`src/rtl/nn_pkg.sv`:
```
// Shared constants, opcodes and state encoding for the NN host loader.
package nn_pkg;

    localparam int unsigned DATA_W        = 16;
    localparam int unsigned W2_DEPTH      = 16;
    localparam int unsigned W2_ADDR_W     = 4;
    localparam int unsigned PIX_W         = 90;
    localparam int unsigned PIX_ROWS      = 10;
    localparam int unsigned WORDS_PER_ROW = (PIX_W + DATA_W - 1) / DATA_W;
    localparam int unsigned WCNT_W        = 3;
    localparam int unsigned ROW_CNT_W     = 4;
    localparam int unsigned OPC_W         = 4;

    typedef logic [OPC_W-1:0] opcode_t;

    localparam opcode_t OP_LOAD_W2  = 4'd1;
    localparam opcode_t OP_LOAD_PIX = 4'd2;
    localparam opcode_t OP_GO       = 4'd3;
    localparam opcode_t OP_HALT     = 4'd4;

    typedef enum logic [1:0] {
        ST_IDLE     = 2'd0,
        ST_W2_LOAD  = 2'd1,
        ST_PIX_LOAD = 2'd2,
        ST_RUN      = 2'd3
    } state_t;

    // Opcode lives in the top nibble of a command word; the rest is ignored.
    function automatic opcode_t cmd_opcode(input logic [DATA_W-1:0] w);
        return w[DATA_W-1 -: OPC_W];
    endfunction

endpackage

```
`src/rtl/nn_row_packer.sv`:
```
// Packs stream words LSB-first into one pixel row and pulses row_valid when the row is complete.
module nn_row_packer
    import nn_pkg::*;
(
    input  logic              clk,
    input  logic              reset,
    input  logic              word_valid,
    input  logic [DATA_W-1:0] word,
    output logic              at_last_word_c,
    output logic [PIX_W-1:0]  row,
    output logic              row_valid
);

    localparam int unsigned LAST_LO = (WORDS_PER_ROW - 1) * DATA_W;
    localparam int unsigned LAST_W  = PIX_W - LAST_LO;

    logic [WCNT_W-1:0] wcnt;
    logic [PIX_W-1:0]  acc;
    logic [PIX_W-1:0]  acc_d;

    // The incoming word is the last one of the row
    always_comb begin
        at_last_word_c = (wcnt == WCNT_W'(WORDS_PER_ROW - 1));
    end

    // Insert the current word at its slot; the last word's bits above PIX_W-1 are dropped
    always_comb begin
        acc_d = acc;
        for (int k = 0; k < int'(WORDS_PER_ROW) - 1; k++) begin
            if (wcnt == WCNT_W'(k)) begin
                acc_d[k*DATA_W +: DATA_W] = word;
            end
        end
        if (at_last_word_c) begin
            acc_d[PIX_W-1:LAST_LO] = word[LAST_W-1:0];
        end
    end

    // Word counter, partial row and completed-row output registers
    always_ff @(posedge clk) begin
        if (reset) begin
            wcnt      <= '0;
            acc       <= '0;
            row       <= '0;
            row_valid <= 1'b0;
        end else begin
            row_valid <= 1'b0;
            if (word_valid) begin
                acc <= acc_d;
                if (at_last_word_c) begin
                    wcnt      <= '0;
                    row       <= acc_d;
                    row_valid <= 1'b1;
                end else begin
                    wcnt <= wcnt + WCNT_W'(1);
                end
            end
        end
    end

endmodule

```
`src/rtl/nn_host_loader.sv`:
```
// Host-side loader: decodes the command stream, writes weight-2 words and pixel rows, controls core reset.
module nn_host_loader
    import nn_pkg::*;
(
    input  logic                 clk,
    input  logic                 reset,
    input  logic                 s_valid,
    input  logic [DATA_W-1:0]    s_data,
    output logic                 s_ready,
    output logic                 w2_sram_we,
    output logic [DATA_W-1:0]    weight2,
    output logic [W2_ADDR_W-1:0] weight2_addr,
    output logic                 input_sram_we,
    output logic [PIX_W-1:0]     pixels,
    output logic                 core_reset,
    output logic                 busy,
    output logic                 done,
    output logic                 err
);

    state_t                 state, state_d;
    logic [W2_ADDR_W-1:0]   w2_cnt, w2_cnt_d;
    logic [ROW_CNT_W-1:0]   row_cnt, row_cnt_d;
    logic                   w2_sram_we_d;
    logic [DATA_W-1:0]      weight2_d;
    logic [W2_ADDR_W-1:0]   weight2_addr_d;
    logic                   core_reset_d;
    logic                   busy_d;
    logic                   done_d;
    logic                   err_d;
    logic                   fire_c;
    logic                   pix_word_c;
    logic                   at_last_word_c;

    // Pixel row assembly and the input SRAM write pulse
    nn_row_packer u_packer (
        .clk            (clk),
        .reset          (reset),
        .word_valid     (pix_word_c),
        .word           (s_data),
        .at_last_word_c (at_last_word_c),
        .row            (pixels),
        .row_valid      (input_sram_we)
    );

    // Handshake: a word moves whenever the host offers it and we are ready
    always_comb begin
        fire_c = s_valid & s_ready;
    end

    // Next-state and next-output decode
    always_comb begin
        state_d        = state;
        w2_cnt_d       = w2_cnt;
        row_cnt_d      = row_cnt;
        w2_sram_we_d   = 1'b0;
        weight2_d      = weight2;
        weight2_addr_d = weight2_addr;
        core_reset_d   = core_reset;
        done_d         = 1'b0;
        err_d          = 1'b0;
        pix_word_c     = 1'b0;

        case (state)
            ST_IDLE: begin
                if (fire_c) begin
                    case (cmd_opcode(s_data))
                        OP_LOAD_W2: begin
                            state_d  = ST_W2_LOAD;
                            w2_cnt_d = '0;
                        end
                        OP_LOAD_PIX: begin
                            state_d   = ST_PIX_LOAD;
                            row_cnt_d = '0;
                        end
                        OP_GO: begin
                            state_d      = ST_RUN;
                            core_reset_d = 1'b0;
                        end
                        OP_HALT: begin
                        end
                        default: err_d = 1'b1;
                    endcase
                end
            end
            ST_W2_LOAD: begin
                if (fire_c) begin
                    w2_sram_we_d   = 1'b1;
                    weight2_d      = s_data;
                    weight2_addr_d = w2_cnt;
                    w2_cnt_d       = w2_cnt + W2_ADDR_W'(1);
                    if (w2_cnt == W2_ADDR_W'(W2_DEPTH - 1)) begin
                        done_d  = 1'b1;
                        state_d = ST_IDLE;
                    end
                end
            end
            ST_PIX_LOAD: begin
                if (fire_c) begin
                    pix_word_c = 1'b1;
                    if (at_last_word_c) begin
                        row_cnt_d = row_cnt + ROW_CNT_W'(1);
                        if (row_cnt == ROW_CNT_W'(PIX_ROWS - 1)) begin
                            done_d  = 1'b1;
                            state_d = ST_IDLE;
                        end
                    end
                end
            end
            ST_RUN: begin
                if (fire_c) begin
                    if (cmd_opcode(s_data) == OP_HALT) begin
                        core_reset_d = 1'b1;
                        state_d      = ST_IDLE;
                    end else begin
                        err_d = 1'b1;
                    end
                end
            end
            default: state_d = ST_IDLE;
        endcase

        busy_d = (state_d == ST_W2_LOAD) || (state_d == ST_PIX_LOAD);
    end

    // State, counters and registered outputs; every state accepts a word
    always_ff @(posedge clk) begin
        if (reset) begin
            state        <= ST_IDLE;
            w2_cnt       <= '0;
            row_cnt      <= '0;
            s_ready      <= 1'b1;
            w2_sram_we   <= 1'b0;
            weight2      <= '0;
            weight2_addr <= '0;
            core_reset   <= 1'b1;
            busy         <= 1'b0;
            done         <= 1'b0;
            err          <= 1'b0;
        end else begin
            state        <= state_d;
            w2_cnt       <= w2_cnt_d;
            row_cnt      <= row_cnt_d;
            s_ready      <= 1'b1;
            w2_sram_we   <= w2_sram_we_d;
            weight2      <= weight2_d;
            weight2_addr <= weight2_addr_d;
            core_reset   <= core_reset_d;
            busy         <= busy_d;
            done         <= done_d;
            err          <= err_d;
        end
    end

endmodule

```
`config.mk`:
```
export PLATFORM = sky130hd
export DESIGN_NAME = nn_host_loader
export DESIGN_NICKNAME = d
export VERILOG_FILES = /design/src/rtl/nn_pkg.sv /design/src/rtl/nn_row_packer.sv /design/src/rtl/nn_host_loader.sv
export SDC_FILE = /design/constraint.sdc
export NUM_CORES = 1
export LEC_CHECK = 0
export ABC_AREA = 1
export CAP_MARGIN = 20
export CORE_ASPECT_RATIO = 0.75
export CORE_MARGIN = 1
export CORE_UTILIZATION = 35
export CTS_BUF_LIST = sky130_fd_sc_hd__clkbuf_8
export DETAILED_ROUTE_END_ITERATION = 8
export GPL_TIMING_DRIVEN = 0
export MAX_ROUTING_LAYER = met4
export REMOVE_ABC_BUFFERS = 1
export SYNTH_ARGS = -nofsm -noshare
export SYNTH_HDL_FRONTEND = slang
export SYNTH_HIERARCHICAL = 1
export SYNTH_SLANG_ARGS = --single-unit
export TNS_END_PERCENT = 1
```
`constraint.sdc`:
```
create_clock -name clk -period 1.6 [get_ports clk]
set_input_delay 0.24 -clock clk [delete_from_list [all_inputs] [get_ports clk]]
set_output_delay 0.24 -clock clk [all_outputs]
set_load 0.01 [all_outputs]
```
Word level (Yosys, flattened, before mapping)
Cells that the tools add are included.
W data, S select, Z words.
{"block": "totals", "regBits": 219, "inputBits": 19}
{"block": "classes", "addsub": 3, "mux": 45, "n_bitwise": 2, "reduce_logical": 14, "n_eq_ne": 25}
{"cell": "$mux W16", "count": 5}
{"cell": "$mux W4", "count": 7}
{"cell": "$mux W1", "count": 16}
{"cell": "$mux W2", "count": 8}
{"cell": "$pmux W4 S2", "count": 2}
{"cell": "$ne A2 B2 Y1 const B", "count": 6}
{"cell": "$mux W10", "count": 1}
{"cell": "$reduce_and A5 Y1", "count": 2}
{"cell": "$add A4 B1 Y4 const B", "count": 2}
{"cell": "$eq A4 B2 Y1 const B", "count": 2}
{"cell": "$eq A4 B4 Y1 const B", "count": 2}
{"cell": "$pmux W2 S4", "count": 1}
{"cell": "$eq A2 B2 Y1 const B", "count": 3}
{"cell": "$eq A3 B2 Y1 const B", "count": 2}
{"cell": "$eq A3 B3 Y1 const B", "count": 2}
{"cell": "$ne A2 B1 Y1 const B", "count": 3}
{"cell": "$pmux W1 S2", "count": 3}
{"cell": "$pmux W2 S3", "count": 1}
{"cell": "$reduce_bool A2 Y1", "count": 3}
{"cell": "$eq A2 B1 Y1 const B", "count": 2}
{"cell": "$eq A4 B1 Y1 const B", "count": 1}
{"cell": "$eq A4 B3 Y1 const B", "count": 1}
{"cell": "$reduce_and A2 Y1", "count": 2}
{"cell": "$reduce_and A4 Y1", "count": 1}
{"cell": "other kinds (9)", "count": 11}

Logic depth before layout (Yosys ltp)
{"block": "depth", "word_depth": 7, "depth_mapped": 15, "mapped_depth_nobuf": 15}

By module
The synthesis kept the hierarchy.
{"mod": "nn_row_packer", "area_per_inst_um2": 7687.4, "seq_area_each_um2": 3483.3, "cells_per_inst": 1161, "instances": 1}
{"mod": "nn_host_loader", "area_per_inst_um2": 1630.3, "seq_area_each_um2": 700.7, "cells_per_inst": 220, "instances": 1}

Worst setup path before layout
OpenSTA, ideal clock, no wires.
{"block": "synth_path", "path_type": "reg-to-reg", "start": "reg u_packer.wcnt[0]", "end": "reg u_packer.acc[60]", "setup_ns": 0.115, "t_arrival_ns": 1.639, "path_buffers": 3, "slack_ns": -0.155, "required_ns": 1.485, "path_stages_with_launch": 10, "cell_sequence": "dfxtp_1 buf_4 clkbuf_1 nand2_1 inv_1 ha_1 clkbuf_1 o21ai_0 o21ai_0 inv_1"}
{"block": "synth_between", "elab_chain_len": 2}
{"element": "from (decl)", "line_no": "nn_row_packer.sv:17", "text": "logic [WCNT_W-1:0] wcnt;"}
{"element": "from (signal assigned)", "line_no": "nn_row_packer.sv:55", "text": "wcnt <= wcnt + WCNT_W'(1);"}
{"element": "$eq A3 B2 Y1", "line_no": "nn_row_packer.sv:30", "text": "if (wcnt == WCNT_W'(k)) begin"}
{"element": "$mux W16", "line_no": "nn_row_packer.sv:30"}
{"element": "to (signal assigned)", "line_no": "nn_row_packer.sv:43", "text": "acc <= '0;"}
{"element": "to (signal assigned)", "line_no": "nn_row_packer.sv:49", "text": "acc <= acc_d;"}
{"element": "to (decl)", "line_no": "nn_row_packer.sv:18", "text": "logic [PIX_W-1:0] acc;"}
No other way between the ends.
A chain may end at the register's enable or synchronous reset.

Final worst setup path
{"block": "layout_path", "start": "reg state[0]", "end": "reg u_packer.row[36]"}
{"block": "layout_between", "elab_chain_len": 3}
{"element": "from (decl)", "line_no": "nn_host_loader.sv:21", "text": "state_t state, state_d;"}
{"element": "from (signal assigned)", "line_no": "nn_host_loader.sv:141", "text": "state <= state_d;"}
{"element": "$eq A2 B2 Y1", "line_no": "nn_host_loader.sv:64", "text": "case (state)"}
{"element": "$mux W1", "line_no": "nn_host_loader.sv:64"}
{"element": "via pix_word_c", "line_no": "nn_host_loader.sv:32", "text": "logic pix_word_c;"}
{"element": "$reduce_and A2 Y1 (no line)"}
{"element": "to (signal assigned)", "line_no": "nn_row_packer.sv:44", "text": "row <= '0;"}
{"element": "to (signal assigned)", "line_no": "nn_row_packer.sv:52", "text": "row <= acc_d;"}
{"element": "to (decl)", "line_no": "nn_row_packer.sv:10", "text": "output logic [PIX_W-1:0] row,"}
The timed path passes the listed nets, and every way through them passes these cells.

==> results_tabular.tex <==
\begin{tabular}{lr}
\hline
Metric & Value \\
\hline
\multicolumn{2}{l}{\textbf{Outcome}} \\
Status & complete, but fails checks \\
Violated checks & setup timing \\
\multicolumn{2}{l}{\textbf{Synth}} \\
Simple-Gate Fraction of Synth Area & 0.388 \\
Unique cell type count in the Yosys netlist & 30 \\
Number of standard cells after synthesis & roughly 1.4k \\
Main flop type after synthesis & sky130\_fd\_sc\_hd\_\_dfxtp\_1 \\
Combinational family with the most area after synthesis & simple AND/OR/NAND/NOR gates \\
Sequential fraction of the synthesis area & 0.449 \\
Yosys Warn Count & 6 \\
Post-Synth XOR/XNOR Area & 0.000940 \\
Mux cell area share after synthesis & 0 \\
Area share of fa/ha/maj cells after synthesis & 0.0107 \\
Compound-gate portion of the synthesized area & 0.0541 \\
Avg Inst Size Synth & approximately 6.7 um2 \\
Combined area of all synthesized cells & between 9000 and 10000 um2 \\
Total of flip-flops plus latches after synthesis & about 210 \\
Async set or reset register ratio after synthesis & 0 \\
Post-synth EDFFs & 0 \\
\multicolumn{2}{l}{\textbf{Route}} \\
Final wirelength & around 32000 um \\
Total vias in the final route & $\sim$9.5k \\
Average vias per placed instance & slightly above 5 \\
Post-DRT Antenna Nets & 0 \\
1st-pass router iterations & 5 \\
Total routed wire length on the met1 layer & about 14000 um \\
Number of design-rule violations left by the first detailed-router iteration & roughly 800 \\
Routed wl met2 & between 10000 and 15000 um \\
Remaining design rule violation count & 0 \\
Detailed-routed wire length on met3 & 2860 um \\
Detailed-route wire length per cell & about 17 um \\
Highest layer used for signal routing & met4 \\
\multicolumn{2}{l}{\textbf{Clocking}} \\
Clock Sink Count & about 210 \\
Clock insertion delay at the later pin of the skew report & roughly 0.55 ns \\
CTS clk-pin slew, worst paths & about 0.06 ns \\
Clock root buffer & sky130\_fd\_sc\_hd\_\_clkbuf\_8 \\
Deepest level of the CTS H-tree & 2 \\
CTS tree & built \\
Maximum buffer depth of the clock tree & 3 \\
Clock buffer count from CTS & 37 \\
\multicolumn{2}{l}{\textbf{Placement}} \\
Instance area at placement & around 11000 um2 \\
DP HPWL & between 15000 and 20000 um \\
Pre-CTS setup slack & -2.39 ns \\
Placer congestion estimate & between 0.8 and 0.9 \\
Number of port buffers & approximately 130 \\
\multicolumn{2}{l}{\textbf{Worst setup path}} \\
Critical Path Source Type & flip-flop \\
Crit path required time & 2.08 ns \\
Kind of critical path & flip-flop to flip-flop \\
Crit-path leading delay family & buffers and inverters \\
Launch point of the critical path & state[0] \\
Critical path endpoint category & flip-flop \\
Reg-to-reg endpoint & u\_packer/row[36] \\
Data arrival at the endpoint of the critical path & about 2.2 ns \\
FF-to-FF setup slack & -0.14 ns \\
CP max-delay cell & sky130\_fd\_sc\_hd\_\_dfxtp\_2 \\
Max Fanout on Critical Path & 8 \\
Crit path cell chain & inv\_2 > ha\_4 > nand2\_8 > inv\_16 > buf\_16 > nand3\_4 > clkbuf\_16 > nor2\_4 > buf\_12 > clkbuf\_16 > nand2\_1 > nand2\_1 \\
Critical Path Max Stage Delay & between 0.3 and 0.4 ns \\
Stages on the worst setup path & 12 \\
R2R depth & 12 \\
Worst path bufs/invs & 6 \\
Launching point of the worst reg2reg path & state[0] \\
\multicolumn{2}{l}{\textbf{Global route}} \\
Combined global-route utilization of all metal layers & 0.235 \\
First-pass GRT wire length & about 48000 um \\
Vias in the first global route & 8770 \\
Antenna violations before repair & 0 \\
Congestion Overflow GR & 0 \\
Largest net degree at the start of global routing & 66 \\
\multicolumn{2}{l}{\textbf{Final layout}} \\
Layout cell share with drive strength beyond 1 & 0.118 \\
Final antenna diode count & 0 \\
Area of all placed cells without fillers & $\sim$12000 um2 \\
Final net count & 1551 \\
Post-synthesis to final-layout area growth & 32.1\% \\
\multicolumn{2}{l}{\textbf{Timing}} \\
Worst setup slack after layout & -0.143 ns \\
Tmin final & 1.74 ns \\
Setup-violating endpoint count in the final report & 132 \\
Final hold violation count & 0 \\
Unrepaired setup endpoints after global routing & yes \\
Fraction of the cycle the final worst path needs & 1.09 \\
Slew at the pin closest to its max-slew limit & just under 0.8 ns \\
Relative slew slack & 0.475 \\
Highest Clock Rate & 574 MHz \\
Slew Limit Fails & 0 \\
Fin Clk Skew & $\sim$0.021 ns \\
\multicolumn{2}{l}{\textbf{Power}} \\
Leakage Power & around 0.0065 uW \\
Cell area power density & 900 nW/um2 \\
Switching power as a share of total power & 0.265 \\
Power spent charging and discharging nets & between 2000 and 3000 uW \\
Total Power Consumption & approximately 11000 uW \\
Internal power & slightly above 8000 uW \\
Proportion of power drawn by the clock network & 0.426 \\
Fraction of power consumed by sequential logic & 0.485 \\
Part of the power in combinational logic & 0.089 \\
Worst VDD drop & between 600 and 700 uV \\
\multicolumn{2}{l}{\textbf{Die}} \\
Initial standard-cell utilization of the core & 0.358 \\
Area of the core & roughly 26000 um2 \\
Die outline height & 143 um \\
Number of top-level design ports & 136 \\
Number of rows in the core area & 51 \\
Total die area & roughly 27000 um2 \\
X dimension of the die & between 150 and 200 um \\
\multicolumn{2}{l}{\textbf{Worst hold path}} \\
Instance count along the most critical hold path & 2 \\
Hold Crit Start & reset \\
Worst min-delay path category & primary input to flip-flop \\
Hold Path End & state[0] \\
\multicolumn{2}{l}{\textbf{Job}} \\
Max-cap check violation count & 0 \\
\hline
\end{tabular}
-- layout by cell type (no fill, tap or decap), drive strengths merged --
master,count
nand2,421
dfxtp,209
nand3,202
nor2,189
inv,136
dlygate4sd2,116
o21ai,66
clkbuf,49
buf,48
nand4,36
a21oi,26
clkdlybuf4s50,13
ha,8
clkinvlp,5
clkinv,4
dlymetal6s2s,4
nor3,4
bufbuf,2
a31o,1
xor2,1
o211ai,1
nor3b,1
a211oi,1
a2111oi,1
conb,1
-- sequential cells by signal, indices dropped and copies added, names as in the netlist --
register            count
w2_cnt                  4
core_reset              1
err                     1
u_packer/row           90
u_packer/wcnt           3
done                    1
w2_sram_we              1
u_packer/acc           80
u_packer/row_valid      1
state                   2
busy                    1
weight2                16
weight2_addr            4
row_cnt                 4
-- worst max path at each step --
stage	slack, ns	endpoint
2_1_floorplan	-4.36	u_packer/row[0]
3_3_place_gp	-8.21	u_packer/row[45]
3_5_place_dp	-2.39	u_packer/row[47]
4_1_cts	-0.16	u_packer/row[31]
5_1_grt	-0.23	busy
6_report	-0.14	u_packer/row[36]
-- what timing repair did --
item / CTS / global route
pin swaps: 7 / 6
resized for setup: 177 / 46
setup endpoints to repair: 322 / 189
setup buffers: 28 / 9
gates cloned: 14 / 3
hold buffers: 0 / 0
hold endpoints to repair: 0 / 0
-- stage by stage --
stage	hold slack (ns)	std cells	setup TNS, ns	utilization
global placement	0.458	1769	-1140.77	0.409
finish	0.0790	1889	-8.85	0.473
CTS	0.0517	1877	-10.55	0.461
detailed placement	0.460	1775	-315.30	0.416
global route	0.0783	1889	-19.82	0.473
floorplan	0.312	1291	-543.30	-
-- per-layer routing --
metal  vias to the layer above  track usage
met5                         -            -
met4                         0       0.0669
met3                        51       0.0611
met2                       355        0.355
met1                      4471        0.308
li1                       4664            -
-- power groups by stage --
stage	clock (uW)	combinational, uW	sequential, uW
6_report	4720	988	5360
4_1_cts	4850	932	5370
2_1_floorplan	0	474	5480
5_1_grt	5080	1080	5370
3_3_place_gp	0	831	5480
3_5_place_dp	0	853	5480
-- synth_stat cells (7+ instances only) --
| cell | number | area share |
|---|---|---|
| sky130_fd_sc_hd__buf_2 | 44 | 0.024 |
| sky130_fd_sc_hd__o21ai_0 | 51 | 0.027 |
| sky130_fd_sc_hd__buf_4 | 10 | 0.0081 |
| sky130_fd_sc_hd__clkbuf_1 | 35 | 0.014 |
| sky130_fd_sc_hd__a21oi_1 | 26 | 0.014 |
| sky130_fd_sc_hd__inv_1 | 121 | 0.049 |
| sky130_fd_sc_hd__dfxtp_1 | 209 | 0.45 |
| sky130_fd_sc_hd__nand3_1 | 198 | 0.11 |
| sky130_fd_sc_hd__nand2_1 | 414 | 0.17 |
| sky130_fd_sc_hd__nand4_1 | 36 | 0.024 |
| sky130_fd_sc_hd__ha_1 | 8 | 0.011 |
| sky130_fd_sc_hd__nand2_2 | 7 | 0.0047 |
| sky130_fd_sc_hd__nor2_1 | 181 | 0.073 |
| sky130_fd_sc_hd__o21ai_1 | 12 | 0.0064 |
-- cell type report --
class	instances	area, um2
clock buffers	45	619
clock inverters	15	63.8
fillers	2643	13700
inverters	126	524
multi-input cells	959	4470
flip-flops and latches	209	4200
well taps	344	430
repair buffers	187	1970
repair inverters	4	32.5
-- cells by family (layout without fill, tap and decap cells) --
group,after synthesis,in the layout
xor+xnor,1,1
simple gates,850,853
flops,209,209
fa+ha+maj,8,8
buf+inv,216,377
compound gates,96,96
other cells,1,1
Note: power is estimated with default switching activity, not from simulation.
